[src/rtl/fetch_unit.sv]
// Instruction fetch stage: owns the PC, issues in-order imem requests, tags each
// with its PC, and buffers returned words in a small FIFO for the decode controller.
module fetch_unit #(
  parameter logic [31:0] RESET_PC = 32'h0000_0000,
  parameter int          DEPTH    = 2
) (
  input  logic        clk,
  input  logic        rst_n,
  output logic        imem_req,
  output logic [31:0] imem_addr,
  input  logic        imem_gnt,
  input  logic        imem_rvalid,
  input  logic [31:0] imem_rdata,
  input  logic        redirect,
  input  logic [31:0] redirect_target,
  output logic        instr_valid,
  input  logic        instr_ready,
  output logic [31:0] instr,
  output logic [31:0] instr_pc,
  output logic [6:0]  op,
  output logic [2:0]  func3,
  output logic [6:0]  func7
);

  localparam int          PW  = $clog2(DEPTH);
  localparam int          CW  = $clog2(DEPTH + 1);
  localparam logic [31:0] NOP = 32'h0000_0013;

  logic [31:0]   fetch_pc_reg,    fetch_pc_next;
  logic [CW-1:0] outstanding_reg, outstanding_next;
  logic [CW-1:0] kill_reg,        kill_next;
  logic [CW-1:0] fifo_count_reg,  fifo_count_next;
  logic [PW-1:0] tag_wr_ptr_reg,  tag_wr_ptr_next;
  logic [PW-1:0] tag_rd_ptr_reg,  tag_rd_ptr_next;
  logic [PW-1:0] fifo_wr_ptr_reg, fifo_wr_ptr_next;
  logic [PW-1:0] fifo_rd_ptr_reg, fifo_rd_ptr_next;

  logic [31:0] tag_mem       [DEPTH];
  logic [31:0] fifo_word_mem [DEPTH];
  logic [31:0] fifo_pc_mem   [DEPTH];

  logic          pop;
  logic          grant;
  logic          resp;
  logic          resp_kill;
  logic          push;
  logic [CW:0]   credit;
  logic [31:0]   resp_pc;

  // Handshake decode
  assign instr_valid = (fifo_count_reg != '0);
  assign pop         = instr_valid && instr_ready;
  assign credit      = (CW+1)'(outstanding_reg) + (CW+1)'(fifo_count_reg) - (CW+1)'(pop);
  assign imem_req    = rst_n && (credit < (CW+1)'(DEPTH));
  assign imem_addr   = fetch_pc_reg;
  assign grant       = imem_req && imem_gnt;

  // A response with nothing outstanding is a protocol error and is dropped.
  assign resp        = imem_rvalid && (outstanding_reg != '0);
  assign resp_kill   = resp && (kill_reg != '0);
  assign push        = resp && !resp_kill;
  assign resp_pc     = tag_mem[tag_rd_ptr_reg];

  always_comb begin
    fetch_pc_next    = fetch_pc_reg;
    outstanding_next = outstanding_reg + CW'(grant) - CW'(resp);
    kill_next        = kill_reg - CW'(resp_kill);
    tag_wr_ptr_next  = tag_wr_ptr_reg + PW'(grant);
    tag_rd_ptr_next  = tag_rd_ptr_reg + PW'(resp);
    fifo_count_next  = fifo_count_reg + CW'(push) - CW'(pop);
    fifo_wr_ptr_next = fifo_wr_ptr_reg + PW'(push);
    fifo_rd_ptr_next = fifo_rd_ptr_reg + PW'(pop);

    if (grant) begin
      fetch_pc_next = fetch_pc_reg + 32'd4;
    end

    // Every response still in flight after this edge belongs to the old path.
    if (redirect) begin
      fetch_pc_next    = {redirect_target[31:2], 2'b00};
      kill_next        = outstanding_next;
      fifo_count_next  = '0;
      fifo_wr_ptr_next = '0;
      fifo_rd_ptr_next = '0;
    end
  end

  always_ff @(posedge clk or negedge rst_n) begin
    if (!rst_n) begin
      fetch_pc_reg    <= RESET_PC;
      outstanding_reg <= '0;
      kill_reg        <= '0;
      fifo_count_reg  <= '0;
      tag_wr_ptr_reg  <= '0;
      tag_rd_ptr_reg  <= '0;
      fifo_wr_ptr_reg <= '0;
      fifo_rd_ptr_reg <= '0;
    end else begin
      fetch_pc_reg    <= fetch_pc_next;
      outstanding_reg <= outstanding_next;
      kill_reg        <= kill_next;
      fifo_count_reg  <= fifo_count_next;
      tag_wr_ptr_reg  <= tag_wr_ptr_next;
      tag_rd_ptr_reg  <= tag_rd_ptr_next;
      fifo_wr_ptr_reg <= fifo_wr_ptr_next;
      fifo_rd_ptr_reg <= fifo_rd_ptr_next;
    end
  end

  // Per-slot storage; occupancy is tracked by the counters, so no reset is needed.
  for (genvar gi = 0; gi < DEPTH; gi++) begin : g_slot
    logic [31:0] tag_q;
    logic [31:0] word_q;
    logic [31:0] pc_q;

    always_ff @(posedge clk) begin
      if (grant && (tag_wr_ptr_reg == PW'(gi))) begin
        tag_q <= fetch_pc_reg;
      end
      if (push && (fifo_wr_ptr_reg == PW'(gi))) begin
        word_q <= imem_rdata;
        pc_q   <= resp_pc;
      end
    end

    assign tag_mem[gi]       = tag_q;
    assign fifo_word_mem[gi] = word_q;
    assign fifo_pc_mem[gi]   = pc_q;
  end

  assign instr    = instr_valid ? fifo_word_mem[fifo_rd_ptr_reg] : NOP;
  assign instr_pc = instr_valid ? fifo_pc_mem[fifo_rd_ptr_reg]   : 32'h0;
  assign op       = instr[6:0];
  assign func3    = instr[14:12];
  assign func7    = instr[31:25];

  a_no_orphan_response: assert property (
    @(posedge clk) disable iff (!rst_n) !(imem_rvalid && (outstanding_reg == '0))
  );

endmodule

[config.mk]
export PLATFORM = sky130hd
export DESIGN_NAME = fetch_unit
export DESIGN_NICKNAME = d
export VERILOG_FILES = /design/src/rtl/fetch_unit.sv
export SDC_FILE = /design/constraint.sdc
export NUM_CORES = 1
export LEC_CHECK = 0
export ABC_CLOCK_PERIOD_IN_PS = 4700
export BUFFER_PORTS_ARGS = -buffer_cell sky130_fd_sc_hd__buf_2
export CAP_MARGIN = 5
export CORE_MARGIN = 4
export CORE_UTILIZATION = 55
export DETAILED_ROUTE_END_ITERATION = 7
export PLACE_DENSITY = 0.86
export SETUP_SLACK_MARGIN = 0.1
export SLEW_MARGIN = 30
export SYNTH_ARGS = -nofsm -noshare
export SYNTH_HDL_FRONTEND = slang
export SYNTH_SLANG_ARGS = --single-unit
[constraint.sdc]
create_clock -name clk -period 4.7 [get_ports clk]
set_input_delay 0.94 -clock clk [delete_from_list [all_inputs] [get_ports clk]]
set_output_delay 0.94 -clock clk [all_outputs]
set_load 0.01 [all_outputs]
After elaboration in Yosys (flattened, before gate mapping)
Index checks and enable logic that the tools add are counted.

operators by class
  order comparisons = 3
  $add $sub $neg = 12
  muxes and demuxes = 17
  div/mod/pow operators = 0
  $mul = 0
  reduce and logical (&&, ||, !) cells = 15
  shift operators = 0
  eq/ne operators = 0
  bitwise gates (word level) = 4

operator list
  kind                   count
  $mux 32                13
  $add 32x3->32 const B  1
  $logic_and 1x1->1      10
  $reduce_bool 2->1      4
  $sub 2x1->2            3
  $add 1x1->1            4
  $add 2x1->2            2
  $ge 2x2->1 const B     2
  $mux 2                 2
  $not 1->2              2
  $add 2x2->3            1
  $lt 3x2->1 const B     1
  $sub 3x1->3            1
  $mux 1                 2
  $not 1->1              2
  $logic_not 1->1        1

storage, ports and cells
  bits of input ports = 70
  memories = 0
  output and inout bits = 115
  bits in registers = 234
  logic and storage cells = 65
  bits in read-only memories = 0
  memory bits (writable) = 0
  bits in latches = 0

Logic depth before layout (Yosys ltp)
  word-level depth = 9
  mapped depth = 16
  mapped depth without buffers = 16

Worst setup path before layout
OpenSTA, ideal clock, no wires.

  kind = input-to-reg
  start = input port instr_ready
  end = register g_slot[1].tag_q[10] (enable)
  data arrival time = 3.325 ns
  setup time = 0.390 ns
  setup slack = 0.985 ns
  buffers on the path = 0
  required time = 4.310 ns
  stages on the path = 7
  cells stage by stage = and2_1 > ha_1 > nand2b_1 > fa_1 > xnor2_1 > nor2_1 > ha_1

on the way
  cells in the longest elaborated chain, start to end = 6

ends and longest elaborated chain
  what                    line  source
  start: declaration      17    input logic instr_ready,
  $logic_and 1x1->1       52    assign pop = instr_valid && instr_ready;
  $sub 3x1->3             53    assign credit = (CW+1)'(outstanding_reg) + (CW+1)'(fifo_count_reg) - (CW+1)'(pop);
  $lt 3x2->1              54    assign imem_req = rst_n && (credit < (CW+1)'(DEPTH));
  $logic_and 1x1->1       54
  $logic_and 1x1->1       56    assign grant = imem_req && imem_gnt;
  $logic_and 1x1->1       117   if (grant && (tag_wr_ptr_reg == PW'(gi))) begin
  end signal: assignment  118   tag_q <= fetch_pc_reg;
  end: declaration        112   logic [31:0] tag_q;

Every way passes these cells.
A chain may end at the register's enable or synchronous reset.

Worst setup path in the final report
  start = register fifo_count_reg[1]
  end = register fetch_pc_reg[26] (netlist: imem_addr[26])

on the way
  cells in the longest elaborated chain, start to end = 7
  elaborated cells between the ends (all ways) = 8
  classes of those cells = 2 x add/sub; 1 x order compare; 5 x reduce/logical

ends and longest elaborated chain
  what                                                                 line  source
  start: declaration                                                   32    logic [CW-1:0] fifo_count_reg, fifo_count_next;
  start signal: assignment                                             102   fifo_count_reg <= fifo_count_next;
  parallel branches: the longest is 2 deep, another holds $add 2x2->3  n/a
  $sub 3x1->3 *                                                        53
  $lt 3x2->1 *                                                         54
  $logic_and 1x1->1 *                                                  54
  $logic_and 1x1->1 *                                                  56
  $reduce_bool 2->1 (no source line) *                                 n/a
  end signal: assignment                                               99    fetch_pc_reg <= fetch_pc_next;
  end: declaration                                                     29    logic [31:0] fetch_pc_reg, fetch_pc_next;

Mark *: on every way between the ends.

==> impl_metrics.csv <==
group,metric,value,unit
clocking,cts_tree,"yes",
sta,slew_viol_final,0,
worst_setup_path,cp_data_required_time,5.11,ns
route,wl_met3,1270,um
layout,stdcell_count,1056,
clocking,clkSinkCount,224,
floorplanning,rows,47,
route,drt-met1-wl,7750,um
sta,finalClockSkew,0.0119,ns
clocking,clkTransAtPathRegs,0.06,ns
route,drt_wl_total,18800,um
status,status,"completed",
route,route.met2.wl,9500,um
synth,ys_top_cells_by_count,"184 x edfxtp_1, 83 x nor2_1, 63 x mux2i_1",
route,drc_errors,0,
hold_path,worst_hold_path_type,"register to register",
worst_setup_path,cp.arrival,4.34,ns
global_routing,grt_overflow_total,0,
pwr,p_int,4.13,mW
worst_setup_path,crit_top_cell,"or4_1",
clocking,post_cts_buffers,0,
clocking,htree_levels,1,
layout,fillerInstances,1179,
synth,synthAdderAreaFrac,1.81,%
layout,drive_gt1_share,30.1,%
synth,postSynthCellCount,658,
layout,area_growth,18.0,%
worst_setup_path,crit_type,"register to register",
route,drt_iter0_drc,401,
global_routing,grt_max_degree,60,
global_routing,grt_pass1_vias,5761,
synth,yosysMostFrequentCell,"edfxtp_1",
pwr,leakagePower,4.20,nW
route,vias,5866,
worst_setup_path,critPathTopFamily,"simple AND/OR/NAND/NOR gates",
synth,ys_seq_area_share,69.3,%
floorplanning,ios,185,
worst_setup_path,crit_chain,"nor2_4 > inv_1 > and2_1 > ha_1 > nand2b_1 > fa_1 > nand4_1 > or4_1 > or4_1 > a31oi_1",
sta,fmax,254,MHz
sta,worst_pin_slew,0.863,ns
pwr,p_sw,1.72,mW
global_routing,grt_pass1_wl,29600,um
clocking,cts_resized,0,
sta,rsz0062_at_grt,"no",
sta,setup_tns,0,ns
layout,top_register,"g_slot.word_q",
route,ant_nets,0,
synth,syn-mean-instance-area,14.3,sq um
sta,slew_headroom,42.5,%
clocking,cts_hold_buffers,0,
sta,fin_crit,3.93,ns
worst_setup_path,r2r_slack,0.77,ns
route,top_layer_used,"met4",
synth,synthMuxAreaShare,10.3,%
placement,place_congestion,0.844,
layout,antenna_cells,0,
clocking,cts_made_buffers,22,
placement,numPortBuffers,178,
synth,synth_async_sr_flop_share,17.9,%
floorplanning,die_h,139,um
pwr,seqPwrFrac,46.7,%
global_routing,globalRouteTotalUtil,18.9,%
synth,synthSimpleGateAreaFrac,9.79,%
pwr,pwr-share-comb,24.9,%
route,drtPass1Iterations,5,
synth,synth-compound-area-share,3.71,%
synth,yosysUniqueCellTypes,41,
pwr,power.density,527,mW/mm^2
floorplanning,core-area,0.0167,sq mm
pwr,ir_drop,0.429,mV
synth,synth_flop_cell,"edfxtp_1",
sta,fin_crit_sh,83.7,%
synth,synth_edf_count,184,
synth,synth-xor-area-share,1.49,%
synth,ys_ff_latch,224,
sta,finalHoldViolations,0,
layout,final_nets,903,
worst_setup_path,crit_fanout,19,
worst_setup_path,slowest_delay,0.86,ns
layout,largest_reg_flops,64,
clocking,clk_path_buf_depth,3,
worst_setup_path,cp-end-kind,"register",
synth,synthTopCellsByArea,"edfxtp_1 59%, dfrtp_1 11%, mux2i_1 6.7%, mux2_2 3.6%, nor2_1 3.3%",
route,wl_per_cell,17.8,um
floorplanning,dieArea,0.0193,sq mm
floorplanning,die_w,139,um
worst_setup_path,start_kind,"register",
synth,syn_area,0.00942,sq mm
clocking,cts-root-buf,"clkbuf_16",
placement,placed_cells,1016,
floorplanning,initial_core_util,56.4,%
route,viasPerCell,5.55,
run,maxCapViolations,0,
synth,ys.warnings.count,0,
pwr,p_sw_share,29.4,%
layout,reg_top3,"g_slot.word_q: 64 flops, g_slot.pc_q: 60 flops, g_slot.tag_q: 60 flops",
pwr,p_clk_share,28.4,%
worst_setup_path,crit_slowest_cell,"or4_1",
worst_setup_path,critPathBufInv,1,
clocking,insertion_delay,0.49,ns
synth,yosysTopAreaCell,"edfxtp_1",
synth,yosysTopAreaCellShare,58.7,%
synth,synth_top_family_by_area,"multiplexers",
sta,setup_viol,0,
global_routing,antenna_found_initial,0,
placement,hpwlAfterDp,12500,um
==> placed cells by master (no fill, tap or decap), drive strengths merged, types with 11 or more instances in the layout <==
cell type	count
buf	188
edfxtp	184
nor2	83
mux2i	63
dfrtp	40
mux2	30
clkbuf	30
nand2	26
nand3	20
o21ai	16
inv	15
xnor2	14
or4	12
ha	12
nand4	11
==> cell type report <==
| type | count | area (sq um) | area share [%] |
|---|---|---|---|
| tap | 220 | 275 | 2.48 |
| inverter | 16 | 60.1 | 0.540 |
| multi-input combinational | 368 | 2580 | 23.2 |
| timing repair buffer | 188 | 978 | 8.81 |
| clock buffer | 30 | 622 | 5.60 |
| sequential | 224 | 6530 | 58.8 |
| clock inverter | 10 | 68.8 | 0.619 |
==> cell families (layout without fill, tap and decap cells) <==
kind of cell	Yosys count	count (layout)
AND/OR/NAND/NOR	189	189
buffers and inverters	69	244
other	1	4
multiplexers	93	93
AO/OA/AOI/OAI	53	53
flip-flops	224	224
adder cells (fa/ha/maj)	13	13
XOR/XNOR	16	16
==> through the flow <==
| stage | hold slack (ns) | instance area (sq um) | util [%] | worst slack [ns] | total power, mW |
|---|---|---|---|---|---|
| after floorplan | 0.518 | 9430 | - | 0.985 | 3.76 |
| after global placement | 0.542 | 10400 | 62.3 | 0.562 | 4.17 |
| after detailed placement | 0.547 | 10400 | 62.4 | 0.490 | 4.23 |
| after CTS | 0.568 | 11100 | 66.5 | 0.769 | 5.91 |
| after global routing | 0.579 | 11100 | 66.5 | 0.562 | 6.16 |
| final | 0.567 | 11100 | 66.5 | 0.768 | 5.85 |
==> layer usage <==
layer | GRT usage [%] | up-vias
met3 | 3.21 | 22
met5 | 0 | -
met2 | 33.6 | 225
met4 | 4.84 | 0
li1 | - | 2751
met1 | 24.4 | 2868
==> power by group through the flow <==
| stage | clock [mW] | sequential, mW | combinational [mW] |
|---|---|---|---|
| floorplan | 0 | 2.68 | 1.07 |
| global placement | 0 | 2.80 | 1.37 |
| detailed placement | 0 | 2.77 | 1.46 |
| CTS | 1.70 | 2.73 | 1.48 |
| global route | 1.78 | 2.76 | 1.61 |
| finish | 1.66 | 2.73 | 1.45 |
==> path summary, 6_finish.rpt <==
check,from,end,cells past startpoint
max,fifo_count_reg[1],imem_addr[26],10
min,g_slot[0].tag_q[10],g_slot[0].pc_q[10],1
max reg2reg,fifo_count_reg[1],imem_addr[26],10
min reg2reg,g_slot[0].tag_q[10],g_slot[0].pc_q[10],1
max in group asynchronous,rst_n,fifo_rd_ptr_reg,2
min in group asynchronous,rst_n,imem_addr[23],2
(Power assumes the default switching activity.)
